==> src/rtl/cpu_pkg.sv <==
// Shared definitions for the LEGv8 fetch path.
// Fetch FSM encoding, instruction width and memory-size defaults.
package cpu_pkg;

  typedef enum logic [1:0] {
    RUN,
    DRAIN,
    HALTED,
    FAULT
  } fetch_state_t;

  localparam int INSTR_W = 32;
  localparam int PC_INC = 4;
  localparam int IMEM_BYTES_DEF = 4096;
  localparam logic [10:0] HALT_OPCODE_DEF = 11'h7FF;

endpackage

==> src/rtl/fetch_sequencer_ifid_reg.sv <==
// IF/ID pipeline register with hold and clear controls.
// Clear drops only the valid bit; the stale word and PC are kept.
module ifid_reg
  import cpu_pkg::*;
#(
  parameter int ADDR_W = 64
) (
  input  logic               clk,
  input  logic               reset,
  input  logic               hold,
  input  logic               clear,
  input  logic [INSTR_W-1:0] instr_d,
  input  logic [ADDR_W-1:0]  pc_d,
  output logic               valid,
  output logic [INSTR_W-1:0] instr,
  output logic [ADDR_W-1:0]  pc
);

  always_ff @(posedge clk) begin
    if (reset) begin
      valid <= 1'b0;
      instr <= '0;
      pc    <= '0;
    end else if (clear) begin
      valid <= 1'b0;
    end else if (!hold) begin
      valid <= 1'b1;
      instr <= instr_d;
      pc    <= pc_d;
    end
  end

endmodule

==> src/rtl/fetch_sequencer.sv <==
// PC register, fetch FSM and IF/ID register for the LEGv8 core.
// FETCH_PERF_CNT_EN enables the saturating performance counters.
module fetch_sequencer
  import cpu_pkg::*;
#(
  parameter int          ADDR_W       = 64,
  parameter int          IMEM_BYTES   = IMEM_BYTES_DEF,
  parameter int          DRAIN_CYCLES = 4,
  parameter logic [10:0] HALT_OPCODE  = HALT_OPCODE_DEF
) (
  input  logic               clk,
  input  logic               reset,
  input  logic               stall,
  input  logic               pc_src,
  input  logic [ADDR_W-1:0]  branch_target,
  output logic [ADDR_W-1:0]  imem_addr,
  output logic               imem_rd,
  input  logic [INSTR_W-1:0] instr_in,
  output logic               ifid_valid,
  output logic [INSTR_W-1:0] ifid_instr,
  output logic [ADDR_W-1:0]  ifid_pc,
  output logic               flush,
  output logic               halted,
  output logic               fault,
  output logic [31:0]        perf_fetch,
  output logic [31:0]        perf_stall,
  output logic [31:0]        perf_flush
);

  localparam int CNT_W = $clog2(DRAIN_CYCLES) + 1;
  localparam logic [ADDR_W-1:0] LAST_PC =
    ADDR_W'(IMEM_BYTES - PC_INC);
  localparam logic [CNT_W-1:0] CNT_LAST =
    CNT_W'(DRAIN_CYCLES - 1);

  fetch_state_t      state, state_n;
  logic [ADDR_W-1:0] pc, pc_n;
  logic [CNT_W-1:0]  cnt, cnt_n;
  logic              flush_n;
  logic              hold, clear;
  logic              bad_target, is_halt, seq_end;

  assign bad_target = (branch_target[1:0] != 2'b00) ||
                      (branch_target > LAST_PC);
  assign is_halt = (instr_in[31:21] == HALT_OPCODE);
  // pc+4 past the last word, written overflow-free
  assign seq_end = (pc >= LAST_PC);

  assign imem_addr = pc;
  assign imem_rd   = (state == RUN) && !reset;
  assign halted    = (state == HALTED);
  assign fault     = (state == FAULT);

  always_ff @(posedge clk) begin
    if (reset) begin
      state <= RUN;
      pc    <= '0;
      cnt   <= '0;
      flush <= 1'b0;
    end else begin
      state <= state_n;
      pc    <= pc_n;
      cnt   <= cnt_n;
      flush <= flush_n;
    end
  end

  always_comb begin
    state_n = state;
    pc_n    = pc;
    cnt_n   = cnt;
    flush_n = 1'b0;
    hold    = 1'b1;
    clear   = 1'b0;
    unique case (state)
      RUN, DRAIN: begin
        if (pc_src) begin
          clear = 1'b1;
          if (bad_target) begin
            state_n = FAULT;
          end else begin
            state_n = RUN;
            pc_n    = branch_target;
            flush_n = 1'b1;
          end
        end else if (stall) begin
          hold = 1'b1;
        end else if (state == RUN) begin
          hold = 1'b0;
          if (is_halt) begin
            state_n = DRAIN;
            cnt_n   = '0;
          end else if (seq_end) begin
            state_n = FAULT;
            clear   = 1'b1;
          end else begin
            pc_n = pc + ADDR_W'(PC_INC);
          end
        end else begin
          clear = 1'b1;
          cnt_n = cnt + 1'b1;
          if (cnt == CNT_LAST) state_n = HALTED;
        end
      end
      HALTED, FAULT: begin
        hold = 1'b1;
      end
    endcase
  end

  ifid_reg #(
    .ADDR_W(ADDR_W)
  ) u_ifid (
    .clk    (clk),
    .reset  (reset),
    .hold   (hold),
    .clear  (clear),
    .instr_d(instr_in),
    .pc_d   (pc),
    .valid  (ifid_valid),
    .instr  (ifid_instr),
    .pc     (ifid_pc)
  );

`ifdef FETCH_PERF_CNT_EN
  logic        live, ev_fetch, ev_stall;
  logic [31:0] cnt_fetch, cnt_stall, cnt_flush;

  assign live     = (state == RUN) || (state == DRAIN);
  assign ev_fetch = !hold && !clear ||
                    (state == RUN && !pc_src && !stall);
  assign ev_stall = live && stall && !pc_src;

  always_ff @(posedge clk) begin
    if (reset) begin
      cnt_fetch <= '0;
      cnt_stall <= '0;
      cnt_flush <= '0;
    end else begin
      if (ev_fetch && cnt_fetch != '1) cnt_fetch <= cnt_fetch + 1'b1;
      if (ev_stall && cnt_stall != '1) cnt_stall <= cnt_stall + 1'b1;
      if (flush_n && cnt_flush != '1) cnt_flush <= cnt_flush + 1'b1;
    end
  end

  assign perf_fetch = cnt_fetch;
  assign perf_stall = cnt_stall;
  assign perf_flush = cnt_flush;
`else
  assign perf_fetch = '0;
  assign perf_stall = '0;
  assign perf_flush = '0;
`endif

endmodule

==> config.mk <==
export PLATFORM = sky130hd
export DESIGN_NAME = fetch_sequencer
export DESIGN_NICKNAME = d
export VERILOG_FILES = /design/src/rtl/cpu_pkg.sv /design/src/rtl/fetch_sequencer_ifid_reg.sv /design/src/rtl/fetch_sequencer.sv
export SDC_FILE = /design/constraint.sdc
export NUM_CORES = 1
export LEC_CHECK = 0
export ABC_AREA = 1
export BUFFER_PORTS_ARGS = -buffer_cell sky130_fd_sc_hd__clkbuf_2
export CORE_AREA = 2 2 141 143
export DETAILED_ROUTE_END_ITERATION = 12
export DIE_AREA = 0 0 143 145
export PLACE_DENSITY = 0.67
export SYNTH_ARGS = -nofsm -noshare
export SYNTH_HDL_FRONTEND = slang
export SYNTH_SLANG_ARGS = --single-unit
==> constraint.sdc <==
create_clock -name clk -period 4.4 [get_ports clk]
set_input_delay 0 -clock clk [delete_from_list [all_inputs] [get_ports clk]]
set_output_delay 0 -clock clk [all_outputs]
set_load 0.03 [all_outputs]
[Yosys cells after proc, flatten, opt, wreduce, memory -nomap -nowiden]
Cells that the tools add are included.
Cells by class
  $add $sub $neg: 2
  magnitude comparators: 2
  equal/unequal tests: 11
  multiplexer cells: 26
  bitwise operators: 5
  reduce and logical (&&, ||, !) cells: 15
Operators with widths (count)
  $mux W64: 6
  $add A64 B3 Y64 const B: 1
  $ge A64 B12 Y1 const B: 1
  $gt A64 B12 Y1 const B: 1
  $mux W2: 7
  $eq A11 B11 Y1 const B: 1
  $mux W1: 10
  $ne A2 B2 Y1 const B: 4
  $reduce_and A4 Y1: 2
  $mux W3: 2
  $reduce_and A6 Y1: 1
  $reduce_or A2 Y1: 3
  $not A1 Y1: 5
  $eq A2 B2 Y1 const B: 2
  $ne A4 B4 Y1 const B: 1
  $reduce_bool A2 Y1: 2
  $add A3 B1 Y3 const B: 1
  $eq A3 B2 Y1 const B: 1
  $reduce_bool A3 Y1: 1
  $reduce_or A3 Y1: 1
  $eq A2 B1 Y1 const B: 1
  $logic_not A2 Y1: 1
  $ne A2 B1 Y1 const B: 1
  $pmux W1 S2: 1
  other kinds (4): 4
Storage, ports and cells
  bits in registers: 167
  input bits: 100

[Depth between registers and ports, before layout]
  word-level depth: 9
  mapped depth: 12
  gate-level depth less buffers: 11

[Modules after synthesis]
From an unflattened synthesis, not the netlist that was laid out.
Unflattened totals
  cell total of the unflattened synthesis: 1187
  area, all modules: 7828.8 µm²
Modules (own cells, without submodules)
  ifid_reg: times used 1, cells each 613, area an instance 3995.1 µm², sequential area each 1941.9 µm²
  fetch_sequencer: times used 1, cells each 574, area an instance 3833.7 µm², sequential area each 1401.3 µm²

[Worst setup path after synthesis]
Ideal clock, no wire load.
  path type: reg-to-reg
  start: register pc[2] (netlist: imem_addr[2])
  end: register pc[10] (netlist: imem_addr[10])
  setup time: 113 ps
  data arrival time: 1887 ps
  data required time: 4287 ps
  path slack: 2400 ps
  stages on the path, launching flop included: 12
  buffers on the path: 1
  clock period less this slack: 2000 ps
  cell sequence: dfxtp_1 > ha_1 > nand2_1 > nor2_1 > nand3_1 > nand4_1 > nand2_1 > nand2_1 > buf_2 > nand2_1 > nand2_1 > nor2_1
On the way
  cells in the longest elaborated chain, start to end: 6
  elaborated cells between the ends (all ways): 9
  those cells by class: add/sub (1); order compare (1); eq/ne (1); mux (5); reduce/logical (1)
RTL lines
  start: declaration: RTL line fetch_sequencer.sv:37  | logic [ADDR_W-1:0] pc, pc_n;
  start signal: assignment: RTL line fetch_sequencer.sv:62  | pc <= pc_n;
  $add A64 B3 Y64: RTL line fetch_sequencer.sv:97  | pc_n = pc + ADDR_W'(PC_INC);
  $mux W64: RTL line fetch_sequencer.sv:93  | end else if (seq_end) begin
  $mux W64: RTL line fetch_sequencer.sv:90  | if (is_halt) begin
  $mux W64: RTL line fetch_sequencer.sv:88  | end else if (state == RUN) begin
  $mux W64: RTL line fetch_sequencer.sv:86  | end else if (stall) begin
  $mux W64: RTL line fetch_sequencer.sv:77  | if (pc_src) begin
Parallel ways exist; a longest one is shown, timed or not. The select of a mux whose other input is x is not followed.
A chain may end at the register's enable or synchronous reset.

[Worst setup path after layout]
  start: register pc[2] (netlist: imem_addr[2])
  end: register pc[4] (netlist: imem_addr[4])
Same word-level chain as after synthesis.

==> flow_metrics.py <==
metrics = {
    "placed_design": {
        "gp_congestion": 0.805,
        "dpl-instance-area_um2": 8470,
        "hpwl_mm": 14.1,
        "port_buffers": 264,
        "dpl_worst_slack_ps": 1290,
        "dp_cells": 1459,
    },
    "cts": {
        "clkTransAtPathRegs_ps": 70,
        "cts-buffers-inserted": 17,
        "insertion_delay_ps": 420,
        "clock-sinks": 167,
        "htreeDepth": 4,
        "cts-root-buf": "clkbuf_16",
        "tritoncts": "done",
        "cts_buffer_depth": 2,
    },
    "pwr": {
        "power.share.clock": 0.405,
        "p_leak_nw": 4.30,
        "power_frac_seq": 0.414,
        "p_sw_mw": 1.25,
        "internal-power_mw": 2.60,
        "cellPowerDensity_nw_per_um2": 405,
        "vdd_drop_max_uv": 241,
        "power_frac_comb": 0.181,
        "switching_share": 0.325,
    },
    "synth": {
        "synth_seq_cells": 167,
        "synthCells": 992,
        "ys_types": 33,
        "yosysTopAreaCellShare": 0.450,
        "ys.flop_type": "dfxtp_1",
        "ys_seq_area_frac": 0.450,
        "synthTopCellsByArea": "dfxtp_1 45%, nand2_1 11%, buf_4 9.8%",
        "avgSynthCellArea_um2": 7.50,
        "synth_edf_count": 0,
        "ys_async_sr_fraction": 0,
        "synth_top_area_cell": "dfxtp_1",
        "synth_area_um2": 7440,
        "ys_warn_count": 0,
        "synth.most_common_cell": "nand2_1",
        "ys_top_cells_by_count": "225 x nand2_1, 167 x dfxtp_1, 149 x nor2_1",
    },
    "setup_path": {
        "crit_type": "reg2reg",
        "r2r-end": "imem_addr[4]",
        "startpoint": "imem_addr[2]",
        "worst_ep_required_time_ps": 4700,
        "r2r_setup_slack_ps": 1320,
        "timing.rr.start": "imem_addr[2]",
        "crit_path_frequent_cell": "nand2_1",
        "crit_chain": "ha_1, nand2_1, nor2_1, nand3_1, nand4_1, nand2_1, nand2_2, buf_4, nand2_1, nand2_1, nor2_1",
        "critPathCapture": "imem_addr[4]",
        "cp.arrival_ps": 3380,
        "cpMaxStageDelayCell": "nand2_2",
        "r2r_cells": 11,
        "critPathMaxFanout": 34,
        "cp-end-kind": "flip-flop",
        "cpPeakStageDelay_ps": 610,
        "cp-start-kind": "flip-flop",
    },
    "drt": {
        "route.detailed.drc": 0,
        "vias": 7181,
        "drtPass1Iterations": 4,
        "vias_per_cell": 4.69,
        "antenna_left": 0,
        "routedWlPerCell_um": 14.2,
        "wirelength_mm": 21.8,
        "drt_iter0_markers": 426,
    },
    "final_layout": {
        "area_growth_pct": 27.8,
        "fin_util": 0.495,
        "nFillCells": 1896,
        "nets": 1358,
        "final_area_um2": 9500,
        "drive_gt1_frac": 0.252,
        "instances_no_fill": 1532,
        "antenna_cells": 0,
    },
    "run_status": {
        "status": "complete, no violations",
    },
    "grt": {
        "antenna_found_initial": 0,
        "grt_pass1_vias": 6680,
        "grt_overflow": 0,
        "grt_max_degree": 99,
        "grt_usage": 0.207,
        "grt_pass1_wl_mm": 34.7,
    },
    "floorplanning": {
        "pin_count": 361,
        "design.core.area_um2": 19200,
        "dieArea_um2": 20700,
        "start_util": 0.387,
        "dieWidth_um": 143,
        "rows": 51,
        "die_height_um": 145,
    },
    "timing": {
        "finalCritPeriodShare": 0.700,
        "fin_ws_ps": 1320,
        "slew_headroom": 0.276,
        "fin_skew_ps": 13.6,
        "max_freq_mhz": 325,
        "worstMarginPinSlew_ps": 1090,
        "min_period_ps": 3080,
        "fin_setup_tns_ps": 0,
        "final_hold_viol_count": 0,
        "grt_setup_unrepaired": "no",
        "slew_viol_final": 0,
        "finalSetupViolCount": 0,
    },
    "hold_path": {
        "min_path_type": "in2reg",
    },
    "run": {
        "cap_viol_max_count": 0,
    },
}
==> sequential cells by signal, indices dropped and copies added (netlist names) <==
name          count
state             2
u_ifid.instr     32
cnt               3
u_ifid.valid      1
u_ifid.pc        64
flush             1
imem_addr        64
==> power groups by stage <==
stage	clock (mW)	sequential, mW	combinational [mW]
finish	1.56	1.59	0.697
detailed placement	0	1.63	0.667
floorplan	0	1.68	0.504
CTS	1.59	1.59	0.698
global placement	0	1.63	0.664
global route	1.66	1.60	0.759
==> cell families (layout without fill, tap and decap cells) <==
group           Yosys count  after routing  share of synthesized area
simple gates            501            501                      0.298
buf+inv                 191            371                      0.155
flops                   167            167                      0.450
compound gates          124            124                     0.0858
xor+xnor                  5              5                    0.00589
fa+ha+maj                 3              3                    0.00505
other cells               1             96                   0.000504
==> cells in the final DEF (no fill, tap or decap), drive strengths merged <==
| cell type | Yosys | final |
|---|---|---|
| a21boi | 1 | 1 |
| a21oi | 110 | 110 |
| a22oi | 2 | 2 |
| and2 | 1 | 1 |
| buf | 126 | 9 |
| bufinv | 0 | 2 |
| clkbuf | 39 | 281 |
| clkinv | 0 | 2 |
| clkinvlp | 0 | 1 |
| conb | 1 | 96 |
| dfxtp | 167 | 167 |
| dlygate4sd3 | 0 | 42 |
| ha | 3 | 3 |
| inv | 26 | 34 |
| nand2 | 227 | 227 |
| nand3 | 15 | 15 |
| nand3b | 1 | 1 |
| nand4 | 102 | 102 |
| nor2 | 153 | 153 |
| nor3 | 1 | 1 |
| o211ai | 2 | 2 |
| o21ai | 7 | 7 |
| o21bai | 1 | 1 |
| o31ai | 1 | 1 |
| or2 | 1 | 1 |
| xnor2 | 2 | 2 |
| xor2 | 3 | 3 |
==> cell type report <==
cell class / count / area [um^2] / area share
Sequential cell: 167 / 3340 / 0.352
Multi-Input combinational cell: 729 / 3310 / 0.348
Timing Repair Buffer: 314 / 1800 / 0.190
Clock buffer: 18 / 439 / 0.0462
Tap cell: 265 / 332 / 0.0349
Clock inverter: 13 / 178 / 0.0187
Inverter: 26 / 97.6 / 0.0103
==> per-stage QoR <==
step / hold slack [ps] / power, mW
2_1_floorplan: 168 / 2.19
3_3_place_gp: 264 / 2.29
3_5_place_dp: 267 / 2.29
4_1_cts: 41.0 / 3.88
5_1_grt: 80.4 / 4.02
6_report: 51.7 / 3.85
==> worst max-delay path, delay by kind of cell, from the launching register on <==
kind                     cells  cell delay, ps
flip-flops                   1             500
buffers and inverters        1             420
AND/OR/NAND/NOR              9            1810
adder cells (fa/ha/maj)      1             240
==> worst min-delay path by stage <==
| stage | end | from | depth (start not counted) |
|---|---|---|---|
| 5_1_grt | state[1] | stall | 6 |
| 3_5_place_dp | u_ifid.instr[14] | instr_in[14] | 3 |
| 3_3_place_gp | u_ifid.instr[16] | instr_in[16] | 3 |
| 2_1_floorplan | u_ifid.instr[11] | instr_in[11] | 2 |
| 4_1_cts | state[1] | stall | 6 |
| 6_report | state[1] | stall | 6 |
==> routing by layer <==
layer | vias up | wire, um | GRT usage | share of wire
li1 | 3617 | - | - | -
met1 | 3266 | 9450 | 0.266 | 0.43
met2 | 271 | 10700 | 0.347 | 0.49
met3 | 27 | 1260 | 0.0327 | 0.058
met4 | 0 | 384 | 0.0777 | 0.018
met5 | - | 0 | 0 | 0
==> timing repair <==
| item | 4_1_cts | 5_1_grt |
|---|---|---|
| endpoints found under the hold margin | 42 | 0 |
| gates resized for setup | 0 | 0 |
| hold buffers | 42 | 0 |
| setup buffers | 0 | 0 |
Note: power is estimated with default switching activity, not from simulation.
